--- src/rtl/iter_muldiv_unit_pkg.sv ---
// Shared definitions for the iterative multiply/divide unit:
// op codes, FSM state encoding, captured-op context and small op decoders.
package iter_muldiv_unit_pkg;

   localparam int unsigned MD_OP_WIDTH = 3;

   typedef enum logic [MD_OP_WIDTH-1:0] {
      MD_MULT  = 3'd0,
      MD_MULTU = 3'd1,
      MD_DIV   = 3'd2,
      MD_DIVU  = 3'd3,
      MD_MADD  = 3'd4,
      MD_MADDU = 3'd5,
      MD_MSUB  = 3'd6,
      MD_MSUBU = 3'd7
   } md_op_e;

   typedef enum logic [1:0] {
      MD_IDLE = 2'd0,
      MD_CALC = 2'd1,
      MD_FIX  = 2'd2
   } md_state_e;

   // Operation context captured at the accept edge
   typedef struct packed {
      md_op_e op;
      logic   sign1;
      logic   sign2;
   } md_ctx_t;

   // Even op codes are the signed variants
   function automatic logic md_is_signed(input md_op_e op);
      return ~op[0];
   endfunction

   function automatic logic md_is_div(input md_op_e op);
      return (op == MD_DIV) || (op == MD_DIVU);
   endfunction

endpackage

--- src/rtl/iter_muldiv_unit_if.sv ---
// Request/result bundle of the multiply/divide unit.
// master: issues ops and direct HI/LO writes; slave: the unit.
//   i_valid/o_ready start handshake, i_op/i_opr1/i_opr2 operands,
//   i_cancel abort, i_hi_we/i_lo_we/i_wdata direct writes,
//   o_busy/o_done/o_div_by_zero status, o_hi/o_lo architectural registers.
interface iter_muldiv_unit_if #(
   parameter int unsigned DATA_WIDTH = 32
);
   import iter_muldiv_unit_pkg::*;

   logic                   i_valid;
   logic                   o_ready;
   logic [MD_OP_WIDTH-1:0] i_op;
   logic [DATA_WIDTH-1:0]  i_opr1;
   logic [DATA_WIDTH-1:0]  i_opr2;
   logic                   i_cancel;
   logic                   i_hi_we;
   logic                   i_lo_we;
   logic [DATA_WIDTH-1:0]  i_wdata;
   logic                   o_busy;
   logic                   o_done;
   logic                   o_div_by_zero;
   logic [DATA_WIDTH-1:0]  o_hi;
   logic [DATA_WIDTH-1:0]  o_lo;

   modport master (
      output i_valid, i_op, i_opr1, i_opr2, i_cancel, i_hi_we, i_lo_we, i_wdata,
      input  o_ready, o_busy, o_done, o_div_by_zero, o_hi, o_lo
   );

   modport slave (
      input  i_valid, i_op, i_opr1, i_opr2, i_cancel, i_hi_we, i_lo_we, i_wdata,
      output o_ready, o_busy, o_done, o_div_by_zero, o_hi, o_lo
   );

endinterface

--- src/rtl/iter_muldiv_unit_cond_negate.sv ---
// Conditional two's-complement negation (cond_negate).
//   data     : value in
//   neg      : negate when high
//   result_c : data or -data (mod 2^WIDTH), combinational
module iter_muldiv_unit_cond_negate #(
   parameter int unsigned WIDTH = 32
) (
   input  logic [WIDTH-1:0] data,
   input  logic             neg,
   output logic [WIDTH-1:0] result_c
);

   assign result_c = neg ? (~data + WIDTH'(1)) : data;

endmodule

--- src/rtl/iter_muldiv_unit.sv ---
// Radix-2 iterative multiply/divide unit with HI/LO registers.
//   i_clk, i_rst : clock, asynchronous active-high reset
//   bus (slave)  : start handshake, operands, cancel, direct HI/LO writes,
//                  busy/done/div-by-zero status and the HI/LO outputs.
// Magnitudes are processed unsigned for W cycles; a single FIX cycle restores
// signs, applies MADD/MSUB accumulation and commits HI/LO.
module iter_muldiv_unit #(
   parameter int unsigned DATA_WIDTH = 32,
   parameter int unsigned CNT_WIDTH  = $clog2(DATA_WIDTH)
) (
   input logic               i_clk,
   input logic               i_rst,
   iter_muldiv_unit_if.slave bus
);
   import iter_muldiv_unit_pkg::*;

   localparam int unsigned W  = DATA_WIDTH;
   localparam int unsigned W2 = 2 * DATA_WIDTH;

   md_state_e            state_q, state_d;
   md_ctx_t              ctx_q;
   logic [CNT_WIDTH-1:0] cnt_q;
   logic [W-1:0]         b_q, hi_q, lo_q;
   logic [W2-1:0]        work_q;
   logic                 done_q, dbz_q;

   logic          ready_c, busy_c, accept_c, abort_c, commit_c;
   md_op_e        op_in_c;
   logic          sign1_c, sign2_c;
   logic [W-1:0]  mag1_c, mag2_c;
   logic          is_div_c, b_zero_c;
   logic [W:0]    mul_sum_c, div_shift_c;
   logic          div_ge_c;
   logic [W-1:0]  div_rem_c;
   logic [W2-1:0] work_d_c;
   logic [W2-1:0] prod_c, res_c;
   logic [W-1:0]  quot_c, rem_c;

   // Operand magnitudes; unsigned ops pass through untouched
   assign op_in_c = md_op_e'(bus.i_op);
   assign sign1_c = md_is_signed(op_in_c) & bus.i_opr1[W-1];
   assign sign2_c = md_is_signed(op_in_c) & bus.i_opr2[W-1];

   iter_muldiv_unit_cond_negate #(.WIDTH(W)) u_mag1 (
      .data(bus.i_opr1), .neg(sign1_c), .result_c(mag1_c));
   iter_muldiv_unit_cond_negate #(.WIDTH(W)) u_mag2 (
      .data(bus.i_opr2), .neg(sign2_c), .result_c(mag2_c));

   // State register
   always_ff @(posedge i_clk or posedge i_rst) begin
      if (i_rst) state_q <= MD_IDLE;
      else       state_q <= state_d;
   end

   // Next state
   always_comb begin
      state_d = state_q;
      case (state_q)
         MD_IDLE: if (accept_c) state_d = MD_CALC;
         MD_CALC: begin
            if (abort_c)            state_d = MD_IDLE;
            else if (cnt_q == '0)   state_d = MD_FIX;
         end
         MD_FIX:  state_d = MD_IDLE;
         default: state_d = MD_IDLE;
      endcase
   end

   // Handshake/control outputs; a direct write while busy aborts like cancel
   always_comb begin
      busy_c   = 1'b0;
      ready_c  = 1'b0;
      accept_c = 1'b0;
      abort_c  = 1'b0;
      commit_c = 1'b0;
      busy_c   = (state_q != MD_IDLE);
      ready_c  = ~busy_c & ~bus.i_hi_we & ~bus.i_lo_we;
      accept_c = bus.i_valid & ready_c;
      abort_c  = busy_c & (bus.i_cancel | bus.i_hi_we | bus.i_lo_we);
      commit_c = (state_q == MD_FIX) & ~abort_c;
   end

   assign bus.o_ready       = ready_c;
   assign bus.o_busy        = busy_c;
   assign bus.o_done        = done_q;
   assign bus.o_div_by_zero = dbz_q;
   assign bus.o_hi          = hi_q;
   assign bus.o_lo          = lo_q;

   assign is_div_c = md_is_div(ctx_q.op);
   assign b_zero_c = (b_q == '0);

   // One iteration: shift-add for multiply, restoring step for divide.
   // Divide keeps {remainder, quotient/dividend} in work_q.
   always_comb begin
      mul_sum_c   = {1'b0, work_q[W2-1:W]} + {1'b0, (work_q[0] ? b_q : {W{1'b0}})};
      div_shift_c = {work_q[W2-1:W], work_q[W-1]};
      div_ge_c    = (div_shift_c >= {1'b0, b_q});
      div_rem_c   = div_ge_c ? (div_shift_c[W-1:0] - b_q) : div_shift_c[W-1:0];
      if (is_div_c) work_d_c = {div_rem_c, work_q[W-2:0], div_ge_c};
      else          work_d_c = {mul_sum_c, work_q[W-1:1]};
   end

   // Iteration registers
   always_ff @(posedge i_clk or posedge i_rst) begin
      if (i_rst) begin
         ctx_q  <= '0;
         cnt_q  <= '0;
         b_q    <= '0;
         work_q <= '0;
      end else if (accept_c) begin
         ctx_q  <= '{op: op_in_c, sign1: sign1_c, sign2: sign2_c};
         cnt_q  <= CNT_WIDTH'(W - 1);
         b_q    <= mag2_c;
         work_q <= {{W{1'b0}}, mag1_c};
      end else if (state_q == MD_CALC) begin
         cnt_q  <= cnt_q - CNT_WIDTH'(1);
         work_q <= work_d_c;
      end
   end

   // Sign correction: remainder follows the dividend's sign
   iter_muldiv_unit_cond_negate #(.WIDTH(W2)) u_prod (
      .data(work_q), .neg(ctx_q.sign1 ^ ctx_q.sign2), .result_c(prod_c));
   iter_muldiv_unit_cond_negate #(.WIDTH(W)) u_quot (
      .data(work_q[W-1:0]), .neg(ctx_q.sign1 ^ ctx_q.sign2), .result_c(quot_c));
   iter_muldiv_unit_cond_negate #(.WIDTH(W)) u_rem (
      .data(work_q[W2-1:W]), .neg(ctx_q.sign1), .result_c(rem_c));

   // Result selection; with a zero divisor the remainder is the raw dividend
   always_comb begin
      res_c = prod_c;
      case (ctx_q.op)
         MD_MADD, MD_MADDU: res_c = {hi_q, lo_q} + prod_c;
         MD_MSUB, MD_MSUBU: res_c = {hi_q, lo_q} - prod_c;
         MD_DIV, MD_DIVU:   res_c = {rem_c, (b_zero_c ? {W{1'b1}} : quot_c)};
         default:           res_c = prod_c;
      endcase
   end

   // HI/LO and status; direct writes always land, commits only when not aborted
   always_ff @(posedge i_clk or posedge i_rst) begin
      if (i_rst) begin
         hi_q   <= '0;
         lo_q   <= '0;
         done_q <= 1'b0;
         dbz_q  <= 1'b0;
      end else begin
         done_q <= commit_c;
         dbz_q  <= commit_c & is_div_c & b_zero_c;
         if (commit_c)    {hi_q, lo_q} <= res_c;
         if (bus.i_hi_we) hi_q <= bus.i_wdata;
         if (bus.i_lo_we) lo_q <= bus.i_wdata;
      end
   end

endmodule

--- src/flat_wrapper.sv ---
// flat-port wrapper written by rule: the top's interface ports become plain ports
module iter_muldiv_unit_flat import iter_muldiv_unit_pkg::*;
#(
   parameter int unsigned DATA_WIDTH = 32,
   parameter int unsigned CNT_WIDTH  = $clog2(DATA_WIDTH)
)
  (i_clk, i_rst, bus_i_valid, bus_i_op, bus_i_opr1, bus_i_opr2, bus_i_cancel, bus_i_hi_we, bus_i_lo_we, bus_i_wdata, bus_o_ready, bus_o_busy, bus_o_done, bus_o_div_by_zero, bus_o_hi, bus_o_lo);
  iter_muldiv_unit_if #(.DATA_WIDTH(DATA_WIDTH)) bus_i ();
  input logic i_clk;
  input logic i_rst;
  input wire logic [$bits(bus_i.i_valid)-1:0] bus_i_valid;
  input wire logic [$bits(bus_i.i_op)-1:0] bus_i_op;
  input wire logic [$bits(bus_i.i_opr1)-1:0] bus_i_opr1;
  input wire logic [$bits(bus_i.i_opr2)-1:0] bus_i_opr2;
  input wire logic [$bits(bus_i.i_cancel)-1:0] bus_i_cancel;
  input wire logic [$bits(bus_i.i_hi_we)-1:0] bus_i_hi_we;
  input wire logic [$bits(bus_i.i_lo_we)-1:0] bus_i_lo_we;
  input wire logic [$bits(bus_i.i_wdata)-1:0] bus_i_wdata;
  output wire logic [$bits(bus_i.o_ready)-1:0] bus_o_ready;
  output wire logic [$bits(bus_i.o_busy)-1:0] bus_o_busy;
  output wire logic [$bits(bus_i.o_done)-1:0] bus_o_done;
  output wire logic [$bits(bus_i.o_div_by_zero)-1:0] bus_o_div_by_zero;
  output wire logic [$bits(bus_i.o_hi)-1:0] bus_o_hi;
  output wire logic [$bits(bus_i.o_lo)-1:0] bus_o_lo;
  assign bus_i.i_valid = bus_i_valid;
  assign bus_i.i_op = bus_i_op;
  assign bus_i.i_opr1 = bus_i_opr1;
  assign bus_i.i_opr2 = bus_i_opr2;
  assign bus_i.i_cancel = bus_i_cancel;
  assign bus_i.i_hi_we = bus_i_hi_we;
  assign bus_i.i_lo_we = bus_i_lo_we;
  assign bus_i.i_wdata = bus_i_wdata;
  assign bus_o_ready = bus_i.o_ready;
  assign bus_o_busy = bus_i.o_busy;
  assign bus_o_done = bus_i.o_done;
  assign bus_o_div_by_zero = bus_i.o_div_by_zero;
  assign bus_o_hi = bus_i.o_hi;
  assign bus_o_lo = bus_i.o_lo;
  iter_muldiv_unit #(.DATA_WIDTH(DATA_WIDTH), .CNT_WIDTH(CNT_WIDTH)) u_core (.i_clk(i_clk), .i_rst(i_rst), .bus(bus_i));
endmodule
--- config.mk ---
export PLATFORM = sky130hd
export DESIGN_NAME = iter_muldiv_unit_flat
export DESIGN_NICKNAME = d
export VERILOG_FILES = /design/src/rtl/iter_muldiv_unit_pkg.sv /design/src/rtl/iter_muldiv_unit_if.sv /design/src/rtl/iter_muldiv_unit_cond_negate.sv /design/src/rtl/iter_muldiv_unit.sv /design/src/flat_wrapper.sv
export SDC_FILE = /design/constraint.sdc
export NUM_CORES = 1
export LEC_CHECK = 0
export ABC_CLOCK_PERIOD_IN_PS = 9300
export BUFFER_PORTS_ARGS = -buffer_cell sky130_fd_sc_hd__buf_2
export CAP_MARGIN = 10
export CORE_MARGIN = 5
export CORE_UTILIZATION = 45
export CTS_BUF_LIST = sky130_fd_sc_hd__clkbuf_8
export CTS_CLUSTER_DIAMETER = 30
export CTS_CLUSTER_SIZE = 10
export DETAILED_ROUTE_END_ITERATION = 10
export SYNTH_ARGS = -nofsm -noshare
export SYNTH_HDL_FRONTEND = slang
export SYNTH_HIERARCHICAL = 1
export SYNTH_SLANG_ARGS = --single-unit
export TNS_END_PERCENT = 50
--- constraint.sdc ---
create_clock -name i_clk -period 9.3 [get_ports i_clk]
set_input_delay 0.93 -clock i_clk [delete_from_list [all_inputs] [get_ports i_clk]]
set_output_delay 0.93 -clock i_clk [all_outputs]
set_load 0.1 [all_outputs]
==> flow_summary.yaml <==
worst_setup_path:
  start_kind: "flip-flop"
  crit_start: "u_core/work_q[4]$_DFFE_PP0P_"
  endpoint: "u_core/bus.o_hi[27]$_DFFE_PP0P_"
  worstReg2RegStart: "u_core/work_q[4]$_DFFE_PP0P_"
  r2r-end: "u_core/bus.o_hi[27]$_DFFE_PP0P_"
  path_class: "reg -> reg"
  reg2reg_depth: 24
  arrival_ns: 7.76
  r2r_setup_slack_ns: 2.02
  crit_path_end_kind: "flip-flop"
  crit_fanout: 11
  cp.required_ns: 9.78
detailed_routing:
  vias_per_cell: 6.29
  ant_nets: 0
  wl_um: 83700
  drtIter0Drc: 2265
  dr_total_vias: 23200
  wire_per_inst_um: 22.7
  firstDrtPassIters: 5
  drc: 0
sta:
  drv_slew: 0
  rsz0062_at_grt: "false"
  fin_setup_tns_ns: 0
  fmax_mhz: 137
  period_needed_ns: 7.28
  hold_viol: 0
  max_slew_margin_pct: 30.4
  worst_pin_slew_ns: 1.04
  finalSetupViolCount: 0
  period_share_pct: 78.3
  fin_skew_ns: 0.0216
worst_hold_path:
  holdCritPathClass: "in -> async"
clock_network:
  cts_setup_buffers: 0
  cts_hold_buf: 0
  cts_buffer_depth: 2
  cts_made_buffers: 17
  cts_tree: "built"
  root_buffer: "clkbuf_8"
  clk_latency_ns: 0.59
  path_clk_slew_ns: 0.10
  h-tree-depth: 4
  numClockSinks: 173
  cts_resized: 0
grt:
  groute.usage.overall_pct: 29.7
  grt_pass1_wl_um: 128000
  antenna_found_initial: 0
  gr-total-overflow: 0
  grt_max_degree: 71
  first_global_vias: 21300
synth:
  synth.avg_cell_area_um2: 7.65
  synth_edf_count: 0
  synth_flop_cell: "dfrtp_1"
  yosysMostFrequentCell: "nand2_1"
  synth.largest_area_cell: "dfrtp_1"
  synth_top_area_share_pct: 19.2
  syn-cell-area_um2: 22500
  synth_area_leaders: "dfrtp_1 (19%), xnor2_1 (11%), ha_1 (7.5%), a21oi_1 (5.8%), nand2_1 (5.5%)"
  ys_ff_latch: 173
  yosys-top-cells-count: "nand2_1 (332), xnor2_1 (282), a21oi_1 (259)"
  async_flop_share_pct: 100
  yosysSeqAreaShare_pct: 19.2
  ys_warn_count: 6
  synth_cell_types: 101
  synthCells: 2947
  synth_fp_nets: 3190
floorplanning:
  core_area_um2: 49900
  dieArea_um2: 54600
  fp.dieH_um: 234
  initial_utilization_pct: 45.2
  io_pins: 173
  fp-row-count: 82
  die_x_um: 234
final_layout:
  final_util_pct: 48.7
  final_nets: 3249
  antenna_cells: 0
  syn_to_final_growth_pct: 7.82
  n_fill_cell: 5104
  final_layout_size_suffix_gt1_share_pct: 12.2
  postLayoutCellArea_um2: 24300
pwr:
  ir_drop_v: 0.000192
  p_per_area_nw_per_um2: 357
  p_leak_nw: 9.83
  total_power_mw: 8.68
placement:
  numPortBuffers: 172
  place_area_um2: 23900
  gp_congestion: 1.05
  dpl.hpwl_um: 66100
status:
  status: "completed"
run:
  drv_cap: 0
==> layer usage <==
layer | track usage [%] | up-vias | part of all wire [%]
li1 | - | 11000 | -
met5 | 0 | - | 0
met4 | 8.09 | 0 | 2.4
met1 | 43.7 | 11200 | 47
met2 | 46.1 | 890 | 44
met3 | 3.77 | 105 | 6.5
==> layout make-up <==
class | count | area [um^2] | share of cell area [%]
Timing Repair Buffer | 198 | 1060 | 4.35
Tap cell | 672 | 841 | 3.46
Sequential cell | 173 | 4340 | 17.9
Clock inverter | 14 | 180 | 0.742
Multi-Input combinational cell | 2503 | 17200 | 70.8
Clock buffer | 18 | 248 | 1.02
Inverter | 113 | 429 | 1.77
==> where the power goes <==
group,internal (mW),switching [mW]
Clock,0.279,0.343
Sequential,0.904,0.517
Combinational,2.55,4.08
Total,3.74,4.94
==> worst min-delay path by stage <==
stage	to	cells after the start	start	slack (ns)
final	u_core/bus.o_hi[26]$_DFFE_PP0P_	2	i_rst	0.40
after global routing	u_core/bus.o_hi[26]$_DFFE_PP0P_	2	i_rst	0.45
after CTS	u_core/bus.o_hi[26]$_DFFE_PP0P_	2	i_rst	0.38
after detailed placement	u_core/cnt_q[0]$_DFFE_PP0P_	1	u_core/cnt_q[0]$_DFFE_PP0P_	0.50
after global placement	u_core/cnt_q[0]$_DFFE_PP0P_	1	u_core/cnt_q[0]$_DFFE_PP0P_	0.49
after floorplan	u_core/cnt_q[0]$_DFFE_PP0P_	1	u_core/cnt_q[0]$_DFFE_PP0P_	0.47
==> kinds of logic after synthesis <==
group           after synthesis  share of synthesized area, %
compound gates             1008                          29.9
xor+xnor                    352                          13.7
fa+ha+maj                   138                          7.76
buf+inv                     271                          4.71
flops                       173                          19.2
mux                          48                          2.19
simple gates                957                          22.5
==> worst max-delay path, cell delays in order, from the launching register on <==
cell      delay, ns
dfrtp_1        0.53
or4_4          0.63
nor3_2         0.44
nand2_1        0.19
o41ai_1        0.38
xnor2_1        0.22
or4_4          0.59
nand4b_2       0.30
nor2_2         0.31
nand2_2        0.12
or4_4          0.48
nor3_1         0.20
a31oi_1        0.13
xnor2_1        0.23
ha_1           0.39
a21o_1         0.24
o21bai_1       0.17
a21o_1         0.18
a221o_1        0.36
a31oi_1        0.22
o21ai_0        0.15
a41oi_2        0.22
o21bai_1       0.11
xnor2_1        0.12
a221oi_1       0.27
==> per-stage QoR <==
stage	worst slack, ns	instances	hold WS, ns
4_1_cts	2.06	3691	0.382
5_1_grt	1.55	3691	0.447
3_3_place_gp	2.32	3659	0.488
6_report	2.02	3691	0.405
2_1_floorplan	3.08	2947	0.468
3_5_place_dp	2.09	3659	0.504
==> state kept, by name (all words and copies together), names as in the netlist <==
signal                    flops
u_core/bus.o_div_by_zero      1
u_core/bus.o_lo              32
u_core/work_q                64
u_core/ctx_q                  4
u_core/bus.o_done             1
u_core/b_q                   32
u_core/bus.o_hi              32
u_core/cnt_q                  5
u_core/state_q                2
==> placed cells by master (no fill, tap or decap), drive strengths merged, types with 47 or more instances in the layout <==
cell	Yosys	layout
inv	113	121
a21oi	261	261
buf	34	198
a21o	63	63
nor4	56	56
and2	47	47
o21ai	252	252
dfrtp	173	173
nor3	82	82
nor2	182	182
xor2	70	70
o31ai	81	81
xnor2	282	282
nand2	333	333
ha	135	135
a211oi	57	57
o41ai	56	56
No activity file was read; power rests on OpenSTA's default activity.
